File: src/rtl/stage_5.sv
// Output byte FIFO: packs up to four carry-stage bytes per cycle and streams them one at a time.
// Overflowing groups are dropped whole; every anomaly latches a sticky error until reset.
module stage_5 #(
    parameter int S5_BITSTREAM_WIDTH = 8,
    parameter int S5_FIFO_DEPTH      = 16,
    parameter int S5_ADDR_WIDTH      = 4
) (
    input  logic                          s5_clk,
    input  logic                          s5_reset,
    input  logic [S5_BITSTREAM_WIDTH-1:0] in_carry_bit_1,
    input  logic [S5_BITSTREAM_WIDTH-1:0] in_carry_bit_2,
    input  logic [S5_BITSTREAM_WIDTH-1:0] in_carry_bit_3,
    input  logic [S5_BITSTREAM_WIDTH-1:0] in_carry_last_bit,
    input  logic [2:0]                    in_carry_flag_bitstream,
    input  logic                          in_flag_last,
    input  logic                          in_carry_error,
    input  logic                          in_out_ready,
    output logic [S5_BITSTREAM_WIDTH-1:0] out_byte,
    output logic                          out_valid,
    output logic                          out_last,
    output logic                          out_accept,
    output logic [S5_ADDR_WIDTH:0]        out_count,
    output logic                          out_error
);

    localparam int CW = S5_ADDR_WIDTH + 1;
    localparam int RW = S5_ADDR_WIDTH + 2;

    logic [S5_BITSTREAM_WIDTH:0]   mem_q [S5_FIFO_DEPTH];
    logic [S5_ADDR_WIDTH-1:0]      wrPtr_q, wrPtr_d;
    logic [S5_ADDR_WIDTH-1:0]      rdPtr_q, rdPtr_d;
    logic [CW-1:0]                 count_q, count_d;
    logic                          error_q, error_d;

    logic [2:0]                    pushCount;
    logic [2:0]                    pushAccepted;
    logic                          flagBad;
    logic                          pop;
    logic [RW-1:0]                 room;
    logic                          fits;
    logic                          doPush;
    logic                          overflow;
    logic                          lastNoData;
    logic [S5_BITSTREAM_WIDTH-1:0] laneByte [4];
    logic [S5_ADDR_WIDTH-1:0]      laneAddr [4];
    logic                          laneLast [4];
    logic [S5_BITSTREAM_WIDTH:0]   headEntry;

    // The flag code is not a plain count: 2 means three bytes and 3 means two.
    always_comb begin
        pushCount = 3'd0;
        flagBad   = 1'b0;
        case (in_carry_flag_bitstream)
            3'd0:    pushCount = 3'd0;
            3'd1:    pushCount = 3'd1;
            3'd3:    pushCount = 3'd2;
            3'd2:    pushCount = 3'd3;
            3'd4:    pushCount = 3'd4;
            default: flagBad   = 1'b1;
        endcase
    end

    always_comb begin
        pop          = (count_q != '0) && in_out_ready;
        room         = RW'(S5_FIFO_DEPTH) - RW'(count_q) + RW'(pop);
        fits         = RW'(pushCount) <= room;
        doPush       = (pushCount != 3'd0) && fits;
        overflow     = (pushCount != 3'd0) && !fits;
        lastNoData   = in_flag_last && (in_carry_flag_bitstream == 3'd0);
        pushAccepted = doPush ? pushCount : 3'd0;

        count_d = count_q + CW'(pushAccepted) - CW'(pop);
        wrPtr_d = wrPtr_q + S5_ADDR_WIDTH'(pushAccepted);
        rdPtr_d = rdPtr_q + S5_ADDR_WIDTH'(pop);
        error_d = error_q | flagBad | overflow | lastNoData | in_carry_error;
    end

    // Only the final byte of an accepted group may carry the frame-end tag.
    always_comb begin
        laneByte[0] = in_carry_bit_1;
        laneByte[1] = in_carry_bit_2;
        laneByte[2] = in_carry_bit_3;
        laneByte[3] = in_carry_last_bit;
        for (int i = 0; i < 4; i++) begin
            laneAddr[i] = wrPtr_q + S5_ADDR_WIDTH'(i);
            laneLast[i] = in_flag_last && (3'(i) == (pushCount - 3'd1));
        end
    end

    always_ff @(posedge s5_clk) begin
        if (s5_reset) begin
            wrPtr_q <= '0;
            rdPtr_q <= '0;
            count_q <= '0;
            error_q <= 1'b0;
        end else begin
            wrPtr_q <= wrPtr_d;
            rdPtr_q <= rdPtr_d;
            count_q <= count_d;
            error_q <= error_d;
        end
    end

    always_ff @(posedge s5_clk) begin
        if (!s5_reset && doPush) begin
            for (int i = 0; i < 4; i++) begin
                if (3'(i) < pushCount) begin
                    mem_q[laneAddr[i]] <= {laneLast[i], laneByte[i]};
                end
            end
        end
    end

    // Storage is never cleared, so head data is masked whenever the FIFO is empty.
    always_comb begin
        headEntry  = mem_q[rdPtr_q];
        out_valid  = (count_q != '0);
        out_byte   = out_valid ? headEntry[S5_BITSTREAM_WIDTH-1:0] : '0;
        out_last   = out_valid && headEntry[S5_BITSTREAM_WIDTH];
        out_accept = count_q <= CW'(S5_FIFO_DEPTH - 4);
        out_count  = count_q;
        out_error  = error_q;
    end

endmodule

File: config.mk
export PLATFORM = sky130hd
export DESIGN_NAME = stage_5
export DESIGN_NICKNAME = d
export VERILOG_FILES = /design/src/rtl/stage_5.sv
export SDC_FILE = /design/constraint.sdc
export NUM_CORES = 1
export LEC_CHECK = 0
export ABC_CLOCK_PERIOD_IN_PS = 4950
export BUFFER_PORTS_ARGS = -buffer_cell sky130_fd_sc_hd__buf_2
export CAP_MARGIN = 10
export CORE_ASPECT_RATIO = 0.75
export CORE_MARGIN = 4
export CORE_UTILIZATION = 57
export CTS_CLUSTER_DIAMETER = 150
export DETAILED_ROUTE_END_ITERATION = 10
export PLACE_DENSITY_LB_ADDON = 0.1
export SYNTH_ARGS = -nofsm -noshare
export SYNTH_HDL_FRONTEND = slang
export SYNTH_SLANG_ARGS = --single-unit
File: constraint.sdc
create_clock -name s5_clk -period 4.95 [get_ports s5_clk]
set_input_delay 0.2475 -clock s5_clk [delete_from_list [all_inputs] [get_ports s5_clk]]
set_output_delay 0.2475 -clock s5_clk [all_outputs]
set_load 0.01 [all_outputs]
# --- Yosys cells after proc, flatten, opt, wreduce, memory -nomap -nowiden ---
# Memory sizes are Yosys's and may differ from the RTL's. A register that Yosys moved wholly into a read port is not among the register bits.
# Cells that the tools add are included.
# W data, S select, Z words.
word_totals:
  register_bits: 14
  latchBits: 0
  mem_bits_rw: 144
  mem_bits_ro: 0
  inputBits: 40
  wordCells: 66
  memories: 1
op_classes:
  addsub: 10
  mul: 0
  div_mod_pow: 0
  order_cmp: 6
  eq_ne: 7
  shifts: 0
  mux: 17
  bitwise_logic: 4
  n_reduce_logical: 17
mem_list:
  columns: ["memory", "words", "word_bits", "rd", "rd_ports_with_merged_regs", "write_ports", "line", "text"]
  rows:
  - ["mem_q", 16, 9, 1, 1, 4, "29", "logic [S5_BITSTREAM_WIDTH:0] mem_q [S5_FIFO_DEPTH];"]
ops:
  columns: ["operator", "n"]
  rows:
  - ["$mux W1", 13]
  - ["$pmux W3 S4", 1]
  - ["$logic_and A1 B1 Y1", 10]
  - ["$add A4 B2 Y4 const B", 2]
  - ["$mux W8", 1]
  - ["$add A6 B1 Y6", 1]
  - ["$eq A2 B3 Y1 const A", 2]
  - ["$eq A3 B2 Y1 const B", 2]
  - ["$le A3 B6 Y1", 1]
  - ["$logic_not A3 Y1", 2]
  - ["$lt A1 B3 Y1 const A", 2]
  - ["$lt A2 B3 Y1 const A", 2]
  - ["$sub A5 B5 Y6 const A", 1]
  - ["$add A5 B3 Y5", 1]
  - ["$le A5 B4 Y1 const B", 1]
  - ["$reduce_bool A5 Y1", 1]
  - ["$reduce_or A5 Y1", 1]
  - ["$sub A5 B1 Y5", 1]
  - ["$add A4 B1 Y4", 1]
  - ["$add A4 B1 Y4 const B", 1]
  - ["$add A4 B3 Y4", 1]
  - ["$mux W4", 1]
  - ["$or A1 B1 Y1", 4]
  - ["$eq A1 B3 Y1 const A", 1]
  - ["6 further kinds", 7]

# --- Logic depth before layout (Yosys ltp) ---
depth:
  depth_word: 9
  ltp_mapped: 23

# --- Least setup slack after synthesis ---
# Ideal clock, no wire load.
synth_path:
  path_kind: "register -> register"
  from: "reg count_q[1] (netlist: out_count[1])"
  to: "reg count_q[4] (netlist: out_count[4])"
  setup_ps: 128
  arrival_ps: 5242
  t_required_ps: 4822
  path_slack_ps: -420
  path_stages_with_launch: 24
  synth_period_minus_slack_ps: 5370
  path_cell_list: "dfxtp_1 -> or2_2 -> nor4_1 -> inv_1 -> nand2_1 -> ha_1 -> inv_1 -> ha_1 -> inv_1 -> ha_1 -> nor2b_1 -> o21a_1 -> o221ai_2 -> clkbuf_1 -> clkbuf_1 -> nand2b_1 -> ha_1 -> inv_1 -> ha_1 -> fa_1 -> a21o_1 -> a21oi_1 -> xor2_1 -> nor2_1"
synth_between:
  elab_chain_cells: 8
synth_lines:
  columns: ["item", "line", "text"]
  rows:
  - ["start: declaration", "32", "logic [CW-1:0] count_q, count_d;"]
  - ["start signal: assignment", "99", "count_q <= count_d;"]
  - ["$reduce_bool A5 Y1 *", null, null]
  - ["named net out_valid", "19", "output logic out_valid,"]
  - ["$logic_and A1 B1 Y1 *", "64", "pop = (count_q != '0) && in_out_ready;"]
  - ["$add A6 B1 Y6", "65", "room = RW'(S5_FIFO_DEPTH) - RW'(count_q) + RW'(pop);"]
  - ["$le A3 B6 Y1", "66", "fits = RW'(pushCount) <= room;"]
  - ["$logic_and A1 B1 Y1", "67", "doPush = (pushCount != 3'd0) && fits;"]
  - ["$mux W3", "70", "pushAccepted = doPush ? pushCount : 3'd0;"]
  - ["$add A5 B3 Y5", "72", "count_d = count_q + CW'(pushAccepted) - CW'(pop);"]
  - ["$sub A5 B1 Y5 *", "72", null]
# The timed path passes the listed nets; every way through them passes the cells marked *.
# A chain may end at the register's enable or synchronous reset.

==> flow_summary.yaml <==
floorplanning:
  core_area_um2: 19600
  die_w_um: 172
  start_util_pct: 58.9
  rows: 44
  dieArea_um2: 22600
  ios: 57
  die_h_um: 131
drt:
  ant_nets: 0
  drt_first_iter_violations: 1961
  drc: 0
  routedWlPerCell_um: 31.0
  vias_per_cell: 7.73
  wl_um: 42800
  vias: 10680
  drt-pass1-iter-count: 8
critical_path:
  required_ns: 5.00
  critPathMaxStageDelay_ns: 0.59
  crit_chain: "or2_2 > nor4_4 > inv_1 > nand2_1 > ha_1 > inv_1 > ha_1 > xor2_1 > ha_1 > a32oi_1 > o221a_2 > buf_4 > or3_1 > o211ai_1"
  worstPathArrival_ns: 4.72
  startpoint_type: "flip-flop"
  worstSetupPathType: "reg -> reg"
  end_kind: "flip-flop"
  cp_top_family: "compound AO/OA/AOI/OAI gates"
  critPathSlowestCell: "o221a_2"
  path_common_cell: "ha_1"
  r2r_setup_slack_ns: 0.28
  timing.critical_path.buf_inv: 3
  crit_fanout: 22
global_routing:
  grt_pass1_vias: 9963
  antenna_found_initial: 3
  gr-total-overflow: 0
  grt_start_max_net_pins: 66
  globalRouteTotalUtil_pct: 37.2
  grt_pass1_wl_um: 62700
clock_network:
  cts-buffers-inserted: 17
  path_clk_slew_ns: 0.08
  cts_buffer_depth: 2
  cts_root_buffer: "clkbuf_16"
  cts_resized: 0
  htree_levels: 4
  clock_latency_ns: 0.45
  cts_tree: "built"
  clock_sinks: 158
sta:
  fin_crit_sh_pct: 94.4
  hold_viol_final: 0
  fmax_mhz: 214
  drv_slew: 0
  rsz0062_at_grt: "no"
  tns_ns: 0
  worst_pin_slew_ns: 1.28
  maxSlewHeadroom_pct: 13.8
  post-route-min-period_ns: 4.67
  finalSetupViolCount: 0
  fin_skew_ns: 0.0127
  hold-worst-slack_ns: 0.0166
logic_synthesis:
  avgSynthCellArea_um2: 10.2
  yosys-top-cells-area: "edfxtp_1, mux4_2, mux2i_1, o22ai_1, a211oi_1"
  ys_async_sr_fraction_pct: 0
  syn-num-nets: 1198
  synthCells: 1135
  synth_top_area_share_pct: 37.4
  synth_cell_types: 72
  synth_edf_count: 144
  ys.flop_type: "edfxtp_1"
  synth_area_leader_cell: "edfxtp_1"
  yosysSeqAreaShare_pct: 39.9
  ys_ff_latch: 158
  ys_warn_count: 0
  synthesis.area_um2: 11500
placed_design:
  hpwl_um: 28700
  io_buffers: 56
  dpl_cell_area_um2: 11800
  dp.cells: 1345
  gp_congestion: 1.09
run:
  maxCapViolCount: 0
layout:
  nNetsFinal: 1175
  final_layout_size_suffix_gt1_share_pct: 18.6
  syn2layout_area_growth_pct: 7.82
  stdcell_area_um2: 12500
  instances_no_fill: 1381
  multi_input_area_um2: 6310
  nFillCells: 1624
  regArea_um2: 4610
  utilization_pct: 63.5
power:
  p_per_area_nw_per_um2: 382
  max-vdd-ir-drop_uv: 339
  power.leakage_nw: 4.64
status:
  outcome: "complete, no violations"
min_path:
  min_path_type: "in -> reg"
logic make-up after synthesis:
| kind of cell | Yosys count | synth area share [%] |
|---|---|---|
| flops | 158 | 39.9 |
| compound gates | 357 | 20.4 |
| simple gates | 306 | 14.7 |
| mux | 123 | 15.5 |
| buf+inv | 155 | 5.79 |
| fa+ha+maj | 23 | 2.62 |
| xor+xnor | 13 | 1.05 |
area by class of cell:
cell class / instances / area share, %
multi-input combinational: 822 / 50.6
sequential: 158 / 37.0
timing repair buffer: 87 / 4.22
clock buffer: 17 / 3.42
tap: 253 / 2.54
clock inverter: 15 / 1.33
inverter: 26 / 0.784
antenna: 3 / 0.0603
cells in the mapped netlist (23+ instances only):
master,n
nand2_1,52
clkbuf_1,71
and3_1,41
nand3_1,23
nor2_1,65
inv_1,25
mux2i_1,78
a21oi_1,80
buf_2,30
o22ai_1,96
a211oi_1,55
o2bb2ai_1,28
mux4_2,45
edfxtp_1,144
o21ai_0,36
path summary, 6_finish.rpt:
kind | from | to | cells past startpoint
worst max-delay path | out_count[1]$_SDFF_PP0_ | mem_q[6][2]$_DFFE_PP_ | 14
worst min-delay path | in_carry_error | out_error$_SDFF_PP0_ | 3
worst min register to register | out_error$_SDFF_PP0_ | out_error$_SDFF_PP0_ | 2
worst max register to register | out_count[1]$_SDFF_PP0_ | mem_q[6][2]$_DFFE_PP_ | 14
layer usage:
metal  GRT usage, %  wire [um]
met5              0         57
met4           16.0       2380
met3           18.1       7510
met2           50.2      17200
met1           50.7      15600
power breakdown:
group	total, W	leakage [nW]	switching, W	internal [W]
logic	0.00167	2.94	0.00101	0.000653
registers	0.00174	1.42	0.000158	0.00158
clock network	0.00135	0.281	0.000672	0.000681
registers in the layout, summed over array words and instances, names as in the netlist:
name       flops
wrPtr_q        4
rdPtr_q        4
mem_q        144
out_count      5
out_error      1
per-stage QoR:
step / power (W) / setup WS, ns
floorplan: 0.00283 / 0.102
global placement: 0.00335 / 0.508
detailed placement: 0.00337 / 0.329
CTS: 0.00469 / 0.303
global route: 0.00491 / 0.0206
finish: 0.00476 / 0.278
what timing repair did:
item                                    4_1_cts  5_1_grt
endpoints found under the setup margin        0        9
buffers inserted                              0        1
endpoints found under the hold margin         0        0
hold buffers                                  0        0
layout by cell type (no fill, tap or decap), types with 4 or more instances in the layout:
| cell type | instances |
|---|---|
| edfxtp_1 | 144 |
| ha_1 | 21 |
| nand3b_1 | 4 |
| xor2_1 | 9 |
| a21oi_1 | 80 |
| mux4_2 | 45 |
| nand2_1 | 52 |
| o21ai_0 | 36 |
| a21oi_2 | 9 |
| o22ai_1 | 96 |
| dfxtp_1 | 12 |
| o31ai_1 | 16 |
| o211ai_1 | 5 |
| nand3_1 | 23 |
| buf_2 | 56 |
| nor2b_1 | 18 |
| mux2i_1 | 78 |
| a211oi_1 | 55 |
| and3_1 | 41 |
| nor2_2 | 4 |
| nor3_2 | 5 |
| buf_4 | 30 |
| nor3_1 | 17 |
| nor2_1 | 65 |
| nand4_1 | 21 |
| and2_1 | 9 |
| o2bb2ai_1 | 28 |
| or3_1 | 12 |
| inv_8 | 6 |
| or4_1 | 4 |
| nor4_4 | 4 |
| inv_1 | 25 |
| nand2b_1 | 8 |
| clkbuf_16 | 17 |
worst reg2reg max path: stages, from the launching register on:
cell and delay (ns):
dfxtp_1 0.34, or2_2 0.33, nor4_4 0.16, inv_1 0.08, nand2_1 0.11, ha_1 0.18
inv_1 0.05, ha_1 0.21, xor2_1 0.15, ha_1 0.32, a32oi_1 0.36, o221a_2 0.59
buf_4 0.40, or3_1 0.49, o211ai_1 0.50
(Power assumes the default switching activity.)
